**config.mk**
```make
export PLATFORM = sky130hd
export DESIGN_NAME = uart_cmd_rcv_flat
export DESIGN_NICKNAME = d
export VERILOG_FILES = /design/src/rtl/uart_cmd_rcv_if.sv /design/src/rtl/uart_cmd_rcv.sv /design/src/flat_wrapper.sv
export SDC_FILE = /design/constraint.sdc
export NUM_CORES = 1
export LEC_CHECK = 0
export ABC_AREA = 1
export BUFFER_PORTS_ARGS = -buffer_cell sky130_fd_sc_hd__buf_2
export CAP_MARGIN = 20
export CORE_UTILIZATION = 50
export DETAILED_ROUTE_END_ITERATION = 8
export PLACE_DENSITY = 0.78
export SKIP_CTS_REPAIR_TIMING = 1
export SYNTH_ARGS = -nofsm -noshare
export SYNTH_HDL_FRONTEND = slang
export SYNTH_SLANG_ARGS = --single-unit
export TNS_END_PERCENT = 50
```
**constraint.sdc**
```tcl
create_clock -name clk -period 2.15 [get_ports clk]
set_input_delay 0.43 -clock clk [delete_from_list [all_inputs] [get_ports clk]]
set_output_delay 0.43 -clock clk [all_outputs]
set_load 0.03 [all_outputs]
```
**src/rtl/uart_cmd_rcv_if.sv**
```systemverilog
`default_nettype none
// ============================================================================
// Module      : uart_cmd_rcv_if
// Description : Command handshake bundle between the UART command receiver
//               (master, producer) and the command processor (slave).
//   cmd         [15:0]  assembled command {high byte, low byte}
//   cmd_rdy             command valid flag
//   clr_cmd_rdy         consumer acknowledge, clears cmd_rdy
//   frm_err             one-cycle framing / timeout error pulse
// Revision    : 1.0  initial release
// ============================================================================
interface uart_cmd_rcv_if;
  logic [15:0] cmd;
  logic        cmd_rdy;
  logic        clr_cmd_rdy;
  logic        frm_err;

  modport master (
    output cmd,
    output cmd_rdy,
    output frm_err,
    input  clr_cmd_rdy
  );

  modport slave (
    input  cmd,
    input  cmd_rdy,
    input  frm_err,
    output clr_cmd_rdy
  );
endinterface
`default_nettype wire

```
**src/rtl/uart_cmd_rcv.sv**
```systemverilog
`default_nettype none
// ============================================================================
// Module      : uart_cmd_rcv
// Description : Serial command front end. Receives 8N1 UART frames on RX and
//               pairs two consecutive bytes (high first) into a 16-bit
//               command presented with a ready/clear handshake.
// Ports       :
//   clk     in   system clock
//   rst_n   in   asynchronous active-low reset
//   RX      in   asynchronous serial line, idles high
//   cmd_if  master modport of uart_cmd_rcv_if (cmd, cmd_rdy, frm_err out;
//           clr_cmd_rdy in)
// Parameters  :
//   BAUD_DIV  clk cycles per bit (>= 8)
//   TIMEOUT   inter-byte timeout in clk cycles
// Options     :
//   UART_CMD_TIMEOUT_EN  when defined, a lone high byte is dropped after
//                        TIMEOUT idle clocks and frm_err pulses.
// Revision    : 1.0  initial release
// ============================================================================
module uart_cmd_rcv #(
  parameter int BAUD_DIV = 5208,
  parameter int TIMEOUT  = 2500000
) (
  input wire             clk,
  input wire             rst_n,
  input wire             RX,
  uart_cmd_rcv_if.master cmd_if
);

  localparam int c_baud_w = $clog2(BAUD_DIV + 1);
  localparam logic [c_baud_w-1:0] c_baud_full = c_baud_w'(BAUD_DIV);
  localparam logic [c_baud_w-1:0] c_baud_half = c_baud_w'(BAUD_DIV / 2);
  localparam logic [c_baud_w-1:0] c_baud_one  = c_baud_w'(1);

  typedef enum logic [1:0] {
    IDLE  = 2'd0,
    START = 2'd1,
    DATA  = 2'd2,
    STOP  = 2'd3
  } bit_state_t;

  typedef enum logic [0:0] {
    WAIT_HI = 1'b0,
    WAIT_LO = 1'b1
  } byte_state_t;

  // --------------------------------------------------------------------------
  // RX synchronizer and falling-edge detect. Preset high so that reset
  // release never looks like a start bit.
  // --------------------------------------------------------------------------
  logic r_rx_meta;
  logic r_rx_sync;
  logic r_rx_prev;
  logic w_fall;

  always_ff @(posedge clk or negedge rst_n) begin
    if (!rst_n) begin
      r_rx_meta <= 1'b1;
      r_rx_sync <= 1'b1;
      r_rx_prev <= 1'b1;
    end else begin
      r_rx_meta <= RX;
      r_rx_sync <= r_rx_meta;
      r_rx_prev <= r_rx_sync;
    end
  end

  assign w_fall = r_rx_prev & ~r_rx_sync;

  // --------------------------------------------------------------------------
  // Bit FSM
  // --------------------------------------------------------------------------
  bit_state_t            r_bit_st;
  bit_state_t            w_bit_nxt;
  logic [c_baud_w-1:0]   r_baud_cnt;
  logic [2:0]            r_bit_cnt;
  logic [7:0]            r_shift;
  logic                  w_expire;
  logic                  w_cnt_load;
  logic [c_baud_w-1:0]   w_cnt_val;
  logic                  w_start_ok;
  logic                  w_byte_done;
  logic                  w_stop_err;

  // A counter loaded with N expires N cycles later.
  assign w_expire = (r_baud_cnt == c_baud_one);

  always_ff @(posedge clk or negedge rst_n) begin
    if (!rst_n) r_bit_st <= IDLE;
    else        r_bit_st <= w_bit_nxt;
  end

  always_comb begin
    w_bit_nxt   = r_bit_st;
    w_cnt_load  = 1'b0;
    w_cnt_val   = c_baud_full;
    w_start_ok  = 1'b0;
    w_byte_done = 1'b0;
    w_stop_err  = 1'b0;
    case (r_bit_st)
      IDLE: begin
        if (w_fall) begin
          // Half a bit puts every later sample mid-bit.
          w_cnt_load = 1'b1;
          w_cnt_val  = c_baud_half;
          w_bit_nxt  = START;
        end
      end
      START: begin
        if (w_expire) begin
          if (r_rx_sync) begin
            w_bit_nxt = IDLE;
          end else begin
            w_start_ok = 1'b1;
            w_cnt_load = 1'b1;
            w_bit_nxt  = DATA;
          end
        end
      end
      DATA: begin
        if (w_expire) begin
          w_cnt_load = 1'b1;
          if (r_bit_cnt == 3'd7) w_bit_nxt = STOP;
        end
      end
      STOP: begin
        if (w_expire) begin
          // Back to IDLE at the sample point so an immediately following
          // start edge is not missed.
          w_bit_nxt = IDLE;
          if (r_rx_sync) w_byte_done = 1'b1;
          else           w_stop_err  = 1'b1;
        end
      end
      default: w_bit_nxt = IDLE;
    endcase
  end

  always_ff @(posedge clk or negedge rst_n) begin
    if (!rst_n) begin
      r_baud_cnt <= '0;
      r_bit_cnt  <= 3'd0;
      r_shift    <= 8'h00;
    end else begin
      if (w_cnt_load)
        r_baud_cnt <= w_cnt_val;
      else if (r_baud_cnt != '0)
        r_baud_cnt <= r_baud_cnt - c_baud_one;

      if (w_start_ok)
        r_bit_cnt <= 3'd0;
      else if ((r_bit_st == DATA) && w_expire)
        r_bit_cnt <= r_bit_cnt + 3'd1;

      // LSB arrives first, so shift in from the top.
      if ((r_bit_st == DATA) && w_expire)
        r_shift <= {r_rx_sync, r_shift[7:1]};
    end
  end

  // --------------------------------------------------------------------------
  // Optional inter-byte timeout
  // --------------------------------------------------------------------------
  byte_state_t r_byte_st;
  byte_state_t w_byte_nxt;
  logic        w_hold_cap;
  logic        w_cmd_upd;
  logic        w_to_hit;
  logic        w_to_fire;

`ifdef UART_CMD_TIMEOUT_EN
  localparam int c_to_w = $clog2(TIMEOUT + 1);
  localparam logic [c_to_w-1:0] c_to_max = c_to_w'(TIMEOUT);
  localparam logic [c_to_w-1:0] c_to_one = c_to_w'(1);

  logic [c_to_w-1:0] r_to_cnt;

  // Counts only idle line time in WAIT_LO; saturates instead of wrapping.
  always_ff @(posedge clk or negedge rst_n) begin
    if (!rst_n)
      r_to_cnt <= '0;
    else if (w_hold_cap)
      r_to_cnt <= '0;
    else if ((r_byte_st == WAIT_LO) && (r_bit_st == IDLE) && (r_to_cnt != c_to_max))
      r_to_cnt <= r_to_cnt + c_to_one;
  end

  assign w_to_hit = (r_byte_st == WAIT_LO) && (r_to_cnt == c_to_max);
`else
  logic w_unused_timeout;
  assign w_unused_timeout = (TIMEOUT == 0);
  assign w_to_hit         = 1'b0;
`endif

  // --------------------------------------------------------------------------
  // Byte-pairing FSM
  // --------------------------------------------------------------------------
  always_ff @(posedge clk or negedge rst_n) begin
    if (!rst_n) r_byte_st <= WAIT_HI;
    else        r_byte_st <= w_byte_nxt;
  end

  always_comb begin
    w_byte_nxt = r_byte_st;
    w_hold_cap = 1'b0;
    w_cmd_upd  = 1'b0;
    w_to_fire  = 1'b0;
    case (r_byte_st)
      WAIT_HI: begin
        if (w_byte_done) begin
          w_hold_cap = 1'b1;
          w_byte_nxt = WAIT_LO;
        end
      end
      WAIT_LO: begin
        // A completed byte takes precedence over a coincident timeout.
        if (w_byte_done) begin
          w_cmd_upd  = 1'b1;
          w_byte_nxt = WAIT_HI;
        end else if (w_to_hit) begin
          w_to_fire  = 1'b1;
          w_byte_nxt = WAIT_HI;
        end
      end
      default: w_byte_nxt = WAIT_HI;
    endcase
  end

  // --------------------------------------------------------------------------
  // Hold register, command output and handshake
  // --------------------------------------------------------------------------
  logic [7:0]  r_hold;
  logic [15:0] r_cmd;
  logic        r_cmd_rdy;
  logic        r_frm_err;

  always_ff @(posedge clk or negedge rst_n) begin
    if (!rst_n) begin
      r_hold    <= 8'h00;
      r_cmd     <= 16'h0000;
      r_cmd_rdy <= 1'b0;
      r_frm_err <= 1'b0;
    end else begin
      if (w_hold_cap)
        r_hold <= r_shift;
      else if (w_to_fire)
        r_hold <= 8'h00;

      // cmd only moves on a complete pair, so it is stable while the next
      // high byte is in flight.
      if (w_cmd_upd)
        r_cmd <= {r_hold, r_shift};

      // Set beats clear when both land in the same cycle.
      if (w_cmd_upd)
        r_cmd_rdy <= 1'b1;
      else if (cmd_if.clr_cmd_rdy || (w_start_ok && (r_byte_st == WAIT_HI)))
        r_cmd_rdy <= 1'b0;

      r_frm_err <= w_stop_err | w_to_fire;
    end
  end

  assign cmd_if.cmd     = r_cmd;
  assign cmd_if.cmd_rdy = r_cmd_rdy;
  assign cmd_if.frm_err = r_frm_err;

endmodule
`default_nettype wire

```
**src/flat_wrapper.sv**
```systemverilog
// flat-port wrapper written by rule: the top's interface ports become plain ports
module uart_cmd_rcv_flat 
#(
  parameter int BAUD_DIV = 5208,
  parameter int TIMEOUT  = 2500000
)
  (clk, rst_n, RX, cmd_if_cmd, cmd_if_cmd_rdy, cmd_if_frm_err, cmd_if_clr_cmd_rdy);
  uart_cmd_rcv_if cmd_if_i ();
  input wire clk;
  input wire rst_n;
  input wire RX;
  output wire logic [$bits(cmd_if_i.cmd)-1:0] cmd_if_cmd;
  output wire logic [$bits(cmd_if_i.cmd_rdy)-1:0] cmd_if_cmd_rdy;
  output wire logic [$bits(cmd_if_i.frm_err)-1:0] cmd_if_frm_err;
  input wire logic [$bits(cmd_if_i.clr_cmd_rdy)-1:0] cmd_if_clr_cmd_rdy;
  assign cmd_if_cmd = cmd_if_i.cmd;
  assign cmd_if_cmd_rdy = cmd_if_i.cmd_rdy;
  assign cmd_if_frm_err = cmd_if_i.frm_err;
  assign cmd_if_i.clr_cmd_rdy = cmd_if_clr_cmd_rdy;
  uart_cmd_rcv #(.BAUD_DIV(BAUD_DIV), .TIMEOUT(TIMEOUT)) u_core (.clk(clk), .rst_n(rst_n), .RX(RX), .cmd_if(cmd_if_i));
endmodule
```
==> run summary, run 1 <==
Floorplanning
• die extent in y: 74.08 um
• number of standard-cell rows in the floorplan: 25
• Total Die Area: 5487 sq um
• Std-Cell Core Area: 4848 sq um
• overall die width: 74.08 um
• initial core utilization: 0.5357
• total I/O pin count: 22

Timing
• final count of hold timing violations: 0
• pin slew with the least headroom to its limit: 0.5401 ns
• Clock Skews: 0.004913 ns
• final-layout worst hold slack: 0.03922 ns
• Tcrit/Tclk final: 0.9518
• Final setup viols: 0
• count of final max-slew check failures: 0
• relative slew slack: 0.6372
• achievable clock frequency: 0.4887 GHz
• crit path time final: 2.046 ns

Synthesis
• xor and xnor fraction of the mapped netlist area: 0.003372
• share of the synthesized area in compound gates (AO/OA/AOI/OAI): 0.09730
• Post-Syn Nets: 308
• fraction of the mapped netlist area in adder cells: 0.03372
• Yosys warnings: 0
• Yosys cell types: 30
• post-synthesis simple-gate area fraction: 0.2592
• proportion of register bits with asynchronous set or reset after synthesis: 1.000
• number of standard cells after synthesis: 297
• average cell area after synthesis: 8.746 sq um
• sequential share of the synthesized area: 0.5409
• EDFF count, synth: 0
• top_reg_cell synth: sky130_fd_sc_hd__dfrtp_1
• top cell type's share of synthesized area: 0.5106
• area of the mapped netlist: 2597 sq um
• top cells by area in the synthesized netlist: sky130_fd_sc_hd__dfrtp_1 (51%), sky130_fd_sc_hd__nand2_1 (13%), sky130_fd_sc_hd__inv_1 (4.8%)
• mux share of post-synthesis cell area: 0
• number of flip-flops and latches in the synthesized netlist: 56
• main combinational cell family by area after synthesis: simple AND/OR/NAND/NOR gates
• library cell with the largest summed area after synthesis: sky130_fd_sc_hd__dfrtp_1

Flow run
• maxcap violations: 0

Global route
• via count of the first global-routing pass: 1866
• wire length of the first global-routing pass: 8.521 mm
• gr usage total: 0.2115
• remaining global-route overflow: 0
• antenna violations before repair: 0
• maximum number of pins on one net before global-route repair: 26

Min path
• HP Class: in2async

Layout
• Final Util: 0.6173
• area growth from synthesis to layout: 15.22%
• Filler Cell Count: 406
• layout net count: 342
• diode insertion count for antenna repair: 0
• share of post-route cells with drive strength above 1: 0.2199
• post-route standard cell area excluding fillers: 2993 sq um

CTS
• library cell used as clock root buffer: sky130_fd_sc_hd__clkbuf_8
• number of H-tree levels: 2
• TritonCTS clock tree: built
• CTS Sinks: 56
• Inserted Clock Buffers: 5
• clock-pin slew on the worst setup and hold paths: 0.10 ns
• clock network latency to the later pin of the worst-skew pair: 0.31 ns
• Longest Clk Path Bufs: 2

Worst setup path
• Crit path max-delay family: simple AND/OR/NAND/NOR gates
• CP arrival: 2.25 ns
• required time of the critical path: 2.35 ns
• Worst setup EP type: flop
• critical path class: reg2reg
• worst-path maximum fanout: 6
• WP buf/inv: 2
• sort of element at the start of the critical path: flop
• cell-by-cell trace of the critical path: nor2_4 > nand2_2 > nor2_4 > nand2_2 > nor4_4 > ha_2 > buf_12 > clkinvlp_4 > nand2_1 > o21ai_0
• cell with the largest stage delay on the worst path: sky130_fd_sc_hd__dfrtp_1
• Crit path largest cell delay: 0.45 ns

Status
• result of the run: finished clean

Detailed routing
• detailed-route DRC error count: 0
• DRT iter0 DRCs: 140
• DR vias: 2042
• count of TritonRoute iterations in the first routing pass: 4
• detailed-route wire length per cell: 13.84 um
• post-detailed-route count of antenna-violating nets: 0
• overall routed net length: 5.523 mm
• via density per instance: 5.118

Power and ir drop
• total leakage power: 1.563 nW
• Worst VDD drop: 0.0004660 V
• Power Density: 915.9 nW/um^2
• Design Power: 2.741 mW

Place
• detailed placement HPWL: 3.679 mm
• RD Place Congestion: 0.9190
• number of I/O port buffers: 21
• placed inst area: 2808 sq um

-- through the flow --
step	setup TNS, ns	setup slack, ns	cells
global placement	0	0.08824	386
global route	-0.03286	-0.01000	399
CTS	-0.2394	-0.04220	394
floorplan	0	0.002313	297
finish	0	0.1037	399
detailed placement	-0.07168	-0.01745	386
-- metal layers --
layer  vias to the layer above  share of wire  track usage
li1                        997              -            -
met4                         0          0.014      0.08547
met2                        47           0.46       0.3111
met1                       990           0.47       0.2988
met5                         -              0            0
met3                         8          0.052      0.05556
-- cells in the final DEF (no fill, tap or decap), types with 4 or more instances in the layout --
cell,n
sky130_fd_sc_hd__a21oi_1,11
sky130_fd_sc_hd__buf_2,21
sky130_fd_sc_hd__buf_4,8
sky130_fd_sc_hd__clkbuf_8,5
sky130_fd_sc_hd__clkinvlp_4,4
sky130_fd_sc_hd__dfrtp_1,53
sky130_fd_sc_hd__ha_1,6
sky130_fd_sc_hd__inv_1,31
sky130_fd_sc_hd__inv_2,5
sky130_fd_sc_hd__nand2_1,88
sky130_fd_sc_hd__nand2_2,4
sky130_fd_sc_hd__nand3_1,12
sky130_fd_sc_hd__nor2_1,29
sky130_fd_sc_hd__o21ai_0,19
sky130_fd_sc_hd__o21ai_2,7
-- worst paths after layout --
| kind | start | end | slack (ns) | cells after the start |
|---|---|---|---|---|
| setup reg to reg | u_core.r_baud_cnt[3]$_DFFE_PN0P_ | u_core.cmd_if.cmd[7]$_DFFE_PN0P_ | 0.10 | 10 |
| hold reg to reg | u_core.r_rx_meta$_DFF_PN1_ | u_core.r_rx_sync$_DFF_PN1_ | 0.36 | 0 |
| hold / removal | rst_n | u_core.r_baud_cnt[11]$_DFFE_PN0P_ | 0.04 | 1 |
| setup / recovery | u_core.r_baud_cnt[3]$_DFFE_PN0P_ | u_core.cmd_if.cmd[7]$_DFFE_PN0P_ | 0.10 | 10 |
| max in group asynchronous | rst_n | u_core.cmd_if.cmd[4]$_DFFE_PN0P_ | 1.50 | 2 |
| min in group clk | RX | u_core.r_rx_meta$_DFF_PN1_ | 0.20 | 1 |
-- flip-flops by register name, indices dropped and copies added, names as in the netlist, 3 cells and up, named ones only --
register,flops
u_core.cmd_if.cmd,16
u_core.r_baud_cnt,13
u_core.r_bit_cnt,3
u_core.r_hold,8
u_core.r_shift,8
-- cells in the mapped netlist (2+ instances only) --
library cell                n
sky130_fd_sc_hd__ha_1       7
sky130_fd_sc_hd__clkbuf_1   4
sky130_fd_sc_hd__o21ai_0   19
sky130_fd_sc_hd__nand3_1   12
sky130_fd_sc_hd__inv_2      4
sky130_fd_sc_hd__inv_1     33
sky130_fd_sc_hd__o21ai_2    7
sky130_fd_sc_hd__dfrtp_1   53
sky130_fd_sc_hd__a21oi_1   11
sky130_fd_sc_hd__nor2_2     3
sky130_fd_sc_hd__nor2_1    29
sky130_fd_sc_hd__nor3b_1    2
sky130_fd_sc_hd__dfstp_2    3
sky130_fd_sc_hd__nand2_2    3
sky130_fd_sc_hd__nand2_1   89
sky130_fd_sc_hd__nor4_1     2
sky130_fd_sc_hd__nor2_4     3
-- power by group --
group	total, mW	switching, mW	internal, mW	leakage (nW)
registers	1.32	0.137	1.18	0.744
clock network	0.707	0.355	0.353	0.0558
logic	0.712	0.455	0.257	0.763
total	2.74	0.948	1.79	1.56
-- logic make-up after synthesis --
kind of cell	Yosys count
AO/OA/AOI/OAI	41
XOR/XNOR	1
AND/OR/NAND/NOR	149
buffers and inverters	43
adder cells (fa/ha/maj)	7
flip-flops	56
-- area by class of cell --
cell class,instances,area [sq um],share of cell area
sequential,56,1405,0.4695
multi-input combinational,198,1042,0.3482
timing repair buffer,30,185.2,0.06187
inverter,37,142.6,0.04766
tap,67,83.83,0.02801
clock buffer,6,72.57,0.02425
clock inverter,2,38.79,0.01296
timing repair inverter,3,22.52,0.007525
Power figures use the tool's default switching activity.
==> run 2, diff against run 1 <==
--- a/config.mk
+++ b/config.mk
@@ -6,11 +6,11 @@
 export NUM_CORES = 1
 export LEC_CHECK = 0
 export ABC_AREA = 1
-export BUFFER_PORTS_ARGS = -buffer_cell sky130_fd_sc_hd__buf_2
 export CAP_MARGIN = 20
 export CORE_UTILIZATION = 50
 export DETAILED_ROUTE_END_ITERATION = 8
-export PLACE_DENSITY = 0.78
+export DONT_BUFFER_PORTS = 1
+export PLACE_DENSITY = 0.75
 export SKIP_CTS_REPAIR_TIMING = 1
 export SYNTH_ARGS = -nofsm -noshare
 export SYNTH_HDL_FRONTEND = slang
==> run 2 against run 1 <==
Against the previous run:
- fmax is 1.7% higher
- highest routed layer unchanged
- clock power decreased by 20%
- flip-flop and latch count unchanged
- cell count down 5.5%
- largest cell class unchanged
- global-route usage decreased by 1.7 points
- critical path type unchanged
- critical path depth did not move
- combinational power grew 1%
- non-clock buffer count is 21 lower
==> run summary, run 2 (synthesis gave the netlist of run 1 again) <==
Layout
• area growth from synthesis to layout: 11.27%
• Final Util: 0.5961, -0.02116
• most common library cell in the layout ignoring fill and taps: sky130_fd_sc_hd__nand2_1
• share of post-route cells with drive strength above 1: 0.1645, -0.05536
• flip-flop count of the largest register, all copies and words added: 16, unchanged
• Filler Cell Count: 427, +5.2%
• storage element area: 1405 sq um, unchanged
• highest-count cells in the layout ignoring fill and taps: sky130_fd_sc_hd__nand2_1 (88), sky130_fd_sc_hd__dfrtp_1 (53), sky130_fd_sc_hd__inv_1 (31)
• layout net count: 320, -6.4%
• multi-input logic area: 1065 sq um, +2.2%
• diode insertion count for antenna repair: 0, unchanged

Worst setup path
• worst-path maximum fanout: 6, unchanged
• sort of element at the start of the critical path: flop
• Reg-to-Reg Start: u_core.r_baud_cnt[0]$_DFFE_PN0P_
• CP arrival: 2.21 ns, -0.04 ns
• number of cells on the worst reg-to-reg path: 10, unchanged
• Worst setup EP type: flop
• reg-to-reg setup timing slack: 0.14 ns, +0.04 ns
• worst reg2reg path endpoint: u_core.cmd_if.cmd[7]$_DFFE_PN0P_
• required time of the critical path: 2.34 ns, about the same
• critical path class: reg2reg

Global route
• antenna violations before repair: 0, unchanged
• gr usage total: 0.1941, -0.01743
• via count of the first global-routing pass: 1711, -8.3%
• wire length of the first global-routing pass: 7.948 mm, -6.7%
• remaining global-route overflow: 0, unchanged
• maximum number of pins on one net before global-route repair: 57, +120%

CTS
• clock network latency to the later pin of the worst-skew pair: 0.31 ns, about the same
• Inserted Clock Buffers: 5, unchanged
• Longest Clk Path Bufs: 2, unchanged
• TritonCTS clock tree: built
• CTS Sinks: 56, unchanged
• clock-pin slew on the worst setup and hold paths: 0.10 ns, about the same
• number of H-tree levels: 2, unchanged
• library cell used as clock root buffer: sky130_fd_sc_hd__clkbuf_8

Detailed routing
• via density per instance: 5.138, +0.39%
• DR vias: 1937, -5.1%
• count of TritonRoute iterations in the first routing pass: 5, +1
• detailed-route wire length per cell: 13.23 um, -4.4%
• post-detailed-route count of antenna-violating nets: 0, unchanged
• detailed-route DRC error count: 0, unchanged
• DRT iter0 DRCs: 150, +7.1%
• overall routed net length: 4.988 mm, -9.7%

Timing
• Final setup viols: 0, unchanged
• Tcrit/Tclk final: 0.9354, -0.01636
• achievable clock frequency: 0.4972 GHz, +1.7%
• pin slew with the least headroom to its limit: 0.5174 ns, -0.02266 ns
• crit path time final: 2.011 ns, -0.03518 ns
• relative slew slack: 0.6525, +0.01522
• final count of hold timing violations: 0, unchanged
• count of final max-slew check failures: 0, unchanged
• setup tns final: 0 ns, unchanged
• Clock Skews: 0.004978 ns, +0.00006545 ns

Floorplanning
• Total Die Area: 5487 sq um, unchanged
• number of standard-cell rows in the floorplan: 25, unchanged
• overall die width: 74.08 um, unchanged
• total I/O pin count: 22, unchanged
• die extent in y: 74.08 um, unchanged
• Std-Cell Core Area: 4848 sq um, unchanged
• initial core utilization: 0.5357, unchanged

Place
• number of I/O port buffers: 0, -100%
• RD Place Congestion: 0.9346, +1.7%
• detailed placement HPWL: 3.395 mm, -7.7%

Power and ir drop
• Power Density: 908.8 nW/um^2, -0.78%
• Worst VDD drop: 0.0006453 V, +38%
• total leakage power: 1.452 nW, -7.0%

Flow run
• maxcap violations: 0, unchanged

Status
• result of the run: finished clean

Min path
• hold wc startpoint: RX
• sink of the worst hold path: u_core.r_rx_meta$_DFF_PN1_
• number of cells traversed by the worst hold path: 0
• HP Class: in2reg

run 2: changes by cell type in the layout (fill, tap and decap cells not counted), sizes merged:
cell,delta
dlygate4sd3,+1
clkinv,+1
buf,-22
bufinv,-1
inv,-1
run 2: power by group:
group | leakage (nW) | switching, mW | internal [mW]
logic | 0.667 | 0.446 | 0.274
clock network | 0.0414 | 0.337 | 0.232
registers | 0.744 | 0.153 | 1.18
run 2: how the worst max path moves through the flow:
| stage | startpoint | endpoint | slack (ns) | cells after the start |
|---|---|---|---|---|
| 6_report | u_core.r_baud_cnt[0]$_DFFE_PN0P_ | u_core.cmd_if.cmd[7]$_DFFE_PN0P_ | 0.14 | 10 |
| 5_1_grt | u_core.r_baud_cnt[4]$_DFFE_PN0P_ | u_core.cmd_if.cmd[7]$_DFFE_PN0P_ | -0.02 | 10 |
| 4_1_cts | u_core.r_baud_cnt[1]$_DFFE_PN0P_ | u_core.cmd_if.cmd[14]$_DFFE_PN0P_ | -0.09 | 9 |
| 3_5_place_dp | u_core.r_baud_cnt[1]$_DFFE_PN0P_ | u_core.cmd_if.cmd[14]$_DFFE_PN0P_ | -0.05 | 10 |
| 3_3_place_gp | u_core.r_baud_cnt[1]$_DFFE_PN0P_ | u_core.cmd_if.cmd[1]$_DFFE_PN0P_ | 0.12 | 10 |
| 2_1_floorplan | u_core.r_baud_cnt[1]$_DFFE_PN0P_ | u_core.r_hold[5]$_DFFE_PN0P_ | 0.002 | 10 |
run 2: per-layer routing:
metal / track usage / up-vias / share of wire
met1: 0.2955 / 929 / 0.51
met4: 0.07051 / 0 / 0.011
met5: 0 / - / 0
li1: - / 960 / -
met2: 0.2667 / 43 / 0.44
met3: 0.04878 / 5 / 0.041
run 2: worst max-delay path, cell delays in order (launching register included):
cell,delay [ns]
sky130_fd_sc_hd__dfrtp_1,0.47
sky130_fd_sc_hd__ha_1,0.20
sky130_fd_sc_hd__nand2_2,0.07
sky130_fd_sc_hd__nor2_4,0.11
sky130_fd_sc_hd__nand2_4,0.08
sky130_fd_sc_hd__nor4_4,0.33
sky130_fd_sc_hd__ha_4,0.24
sky130_fd_sc_hd__buf_4,0.13
sky130_fd_sc_hd__clkinvlp_4,0.13
sky130_fd_sc_hd__nand2_1,0.08
sky130_fd_sc_hd__o21ai_0,0.07
run 2: layout make-up:
type / instances / area share
Clock inverter: 2 / 0.005628
Inverter: 37 / 0.04935
Clock buffer: 6 / 0.02511
Timing Repair Buffer: 9 / 0.03117
Multi-Input combinational cell: 198 / 0.3684
Tap cell: 67 / 0.02900
Sequential cell: 56 / 0.4861
Timing Repair inverter: 2 / 0.005195
run 2: stage by stage:
stage          cells  cell area, sq um  setup WS [ns]  hold slack (ns)  power (mW)
6_report         377              2890         0.1389           0.1123       2.627
5_1_grt          377              2890       -0.02236          0.09419       2.804
4_1_cts          370              2769       -0.08656          -0.2067       2.549
3_5_place_dp     362              2680       -0.04906           0.1359       1.976
3_3_place_gp     362              2680         0.1236           0.1359       1.955
2_1_floorplan    297              2597       0.002313           0.1344       1.839
==> run 3, diff against run 2 <==
--- a/config.mk
+++ b/config.mk
@@ -7,6 +7,7 @@
 export LEC_CHECK = 0
 export ABC_AREA = 1
 export CAP_MARGIN = 20
+export CORE_ASPECT_RATIO = 1.5
 export CORE_UTILIZATION = 50
 export DETAILED_ROUTE_END_ITERATION = 8
 export DONT_BUFFER_PORTS = 1
==> constraint.sdc (replaced) <==
create_clock -name clk -period 2.15 [get_ports clk]
set_input_delay 0.43 -clock clk [delete_from_list [all_inputs] [get_ports clk]]
set_output_delay 0.43 -clock clk [all_outputs]
set_load 0.1 [all_outputs]
==> run 3 against run 2 <==
Against the previous run:
- cell count grew 4.2%
- combinational power shrank 4.9%
- sequential share of layout area shrank 1.9 points
- global-route usage grew 1.6 points
- clock power grew 5.4%
- hold slack lost 0.0059 ns
- count of clock-buffer cells in the layout shrank 1
- total power shrank 0.61%
- sequential power is essentially flat
- design area grew 4.2%
- setup slack lost 0.027 ns
==> run summary, run 3 (synthesis gave the netlist of run 1 again) <==
Timing
• pin slew with the least headroom to its limit: 0.5799 ns, +0.06249 ns
• RSZ-0062 raised after global routing: no
• count of final max-slew check failures: 0, unchanged
• Tcrit/Tclk final: 0.9477, +0.01235
• Clock Skews: 0.01172 ns, +0.006743 ns
• setup tns final: 0 ns, unchanged
• final critical-path setup slack: 0.1124 ns, -0.02656 ns
• final count of hold timing violations: 0, unchanged
• crit path time final: 2.038 ns, +0.02656 ns
• achievable clock frequency: 0.4908 GHz, -1.3%
• relative slew slack: 0.6105, -0.04197
• Final setup viols: 0, unchanged

CTS
• clock-pin slew on the worst setup and hold paths: 0.11 ns, about the same
• CTS Sinks: 56, unchanged
• Inserted Clock Buffers: 5, unchanged
• clock network latency to the later pin of the worst-skew pair: 0.32 ns, about the same
• library cell used as clock root buffer: sky130_fd_sc_hd__clkbuf_8
• Longest Clk Path Bufs: 2, unchanged
• number of H-tree levels: 2, unchanged
• TritonCTS clock tree: built

Layout
• share of post-route cells with drive strength above 1: 0.2018, +0.03732
• layout net count: 337, +5.3%
• post-route standard cell area excluding fillers: 3010 sq um, +4.2%
• flip-flop count of the largest register, all copies and words added: 16, unchanged
• highest-count cells in the layout ignoring fill and taps: sky130_fd_sc_hd__nand2_1 (89), sky130_fd_sc_hd__dfrtp_1 (53), sky130_fd_sc_hd__inv_1 (32)
• area growth from synthesis to layout: 15.90%
• diode insertion count for antenna repair: 0, unchanged
• Filler Cell Count: 417, -2.3%
• multi-input logic area: 1040 sq um, -2.3%
• storage element area: 1405 sq um, unchanged
• most common library cell in the layout ignoring fill and taps: sky130_fd_sc_hd__nand2_1

Worst setup path
• most common cell type on the critical path: sky130_fd_sc_hd__nand2_1
• Worst setup EP type: flop
• Crit path largest cell delay: 0.39 ns, -0.08 ns
• cell-by-cell trace of the critical path: inv_1 > ha_1 > nand2_2 > nor2_4 > nand2_1 > nor4_4 > ha_2 > buf_12 > clkinvlp_4 > nand2_1 > o21ai_0
• required time of the critical path: 2.36 ns, +0.02 ns
• cell with the largest stage delay on the worst path: sky130_fd_sc_hd__dfrtp_1
• sort of element at the start of the critical path: flop
• CP arrival: 2.25 ns, +0.04 ns
• critical path class: reg2reg
• worst-path maximum fanout: 6, unchanged

Min path
• HP Class: in2reg

Global route
• maximum number of pins on one net before global-route repair: 57, unchanged
• via count of the first global-routing pass: 1900, +11%
• remaining global-route overflow: 0, unchanged
• gr usage total: 0.2097, +0.01554
• wire length of the first global-routing pass: 8.514 mm, +7.1%
• antenna violations before repair: 0, unchanged

Detailed routing
• Met1 Routed Length: 2.167 mm, -15%
• routed length on met2: 2.923 mm, +34%
• DR vias: 1998, +3.1%
• detailed-route DRC error count: 0, unchanged
• count of TritonRoute iterations in the first routing pass: 4, -1
• highest metal layer with signal wires: met4
• post-detailed-route count of antenna-violating nets: 0, unchanged
• detailed-route wire length per cell: 13.74 um, +3.8%
• DRT iter0 DRCs: 71, -53%
• WL met3: 204 um, -1.4%
• overall routed net length: 5.399 mm, +8.2%
• via density per instance: 5.084, -1.1%

Place
• detailed placement HPWL: 3.758 mm, +11%
• Placement Setup Slack: -0.009362 ns, +0.03970 ns
• placed inst area: 2814 sq um, +5.0%
• number of I/O port buffers: 0, unchanged
• RD Place Congestion: 0.9241, -1.1%

Status
• result of the run: finished clean

Floorplanning
• initial core utilization: 0.5273, -0.008437
• Std-Cell Core Area: 4926 sq um, +1.6%
• Total Die Area: 5493 sq um, +0.11%
• die extent in y: 90.28 um, +22%
• number of standard-cell rows in the floorplan: 31, +24%
• overall die width: 60.85 um, -18%
• total I/O pin count: 22, unchanged

Flow run
• maxcap violations: 0, unchanged

Power and ir drop
• total leakage power: 1.538 nW, +5.9%
• Design Power: 2.611 mW, -0.61%
• Worst VDD drop: 0.0005688 V, -12%
• Power Density: 867.2 nW/um^2, -4.6%

run 3: area by class of cell:
type	instances	area share
Tap cell	66	0.02743
Clock inverter	3	0.008728
Timing Repair Buffer	25	0.07398
Clock buffer	5	0.02286
Sequential cell	56	0.4668
Inverter	37	0.04738
Timing Repair inverter	3	0.007481
Multi-Input combinational cell	198	0.3454
run 3: through the flow:
stage / util / hold WS (ns) / std cells
after global routing: 0.6111 / 0.08399 / 393
after global placement: 0.5712 / 0.1355 / 379
after floorplan: - / 0.1344 / 297
after CTS: 0.5906 / -0.2172 / 387
after detailed placement: 0.5712 / 0.1358 / 379
final: 0.6111 / 0.1064 / 393
run 3: worst max-delay path, delay by kind of cell (launching register included):
| family | cells | cell delay [ns] |
|---|---|---|
| buf+inv | 3 | 0.39 |
| compound gates | 1 | 0.08 |
| simple gates | 5 | 0.60 |
| flops | 1 | 0.39 |
| fa+ha+maj | 2 | 0.46 |
run 3: worst paths after layout:
check                                                      start                               end  slack (ns)  cells after the start
min in group asynchronous                                  rst_n  u_core.r_baud_cnt[6]$_DFFE_PN0P_        0.62                      2
worst min register to register        u_core.r_rx_meta$_DFF_PN1_        u_core.r_rx_sync$_DFF_PN1_        0.36                      0
max in group asynchronous                                  rst_n        u_core.r_rx_meta$_DFF_PN1_        1.24                      2
worst max-delay path            u_core.r_baud_cnt[1]$_DFFE_PN0P_  u_core.cmd_if.cmd[7]$_DFFE_PN0P_        0.11                     11
worst min-delay path                                          RX        u_core.r_rx_meta$_DFF_PN1_        0.11                      0
worst max register to register  u_core.r_baud_cnt[1]$_DFFE_PN0P_  u_core.cmd_if.cmd[7]$_DFFE_PN0P_        0.11                     11
run 3: power breakdown:
group / leakage (nW) / internal [mW] / total (mW) / switching (mW)
combinational: 0.746 / 0.245 / 0.685 / 0.440
sequential: 0.744 / 1.18 / 1.33 / 0.141
clock: 0.0491 / 0.240 / 0.600 / 0.360
total: 1.54 / 1.67 / 2.61 / 0.941
run 3: metal layers:
metal / up-vias / GRT usage
met5: - / 0
li1: 984 / -
met4: 0 / 0.08902
met2: 48 / 0.3617
met1: 956 / 0.2408
met3: 10 / 0.04441
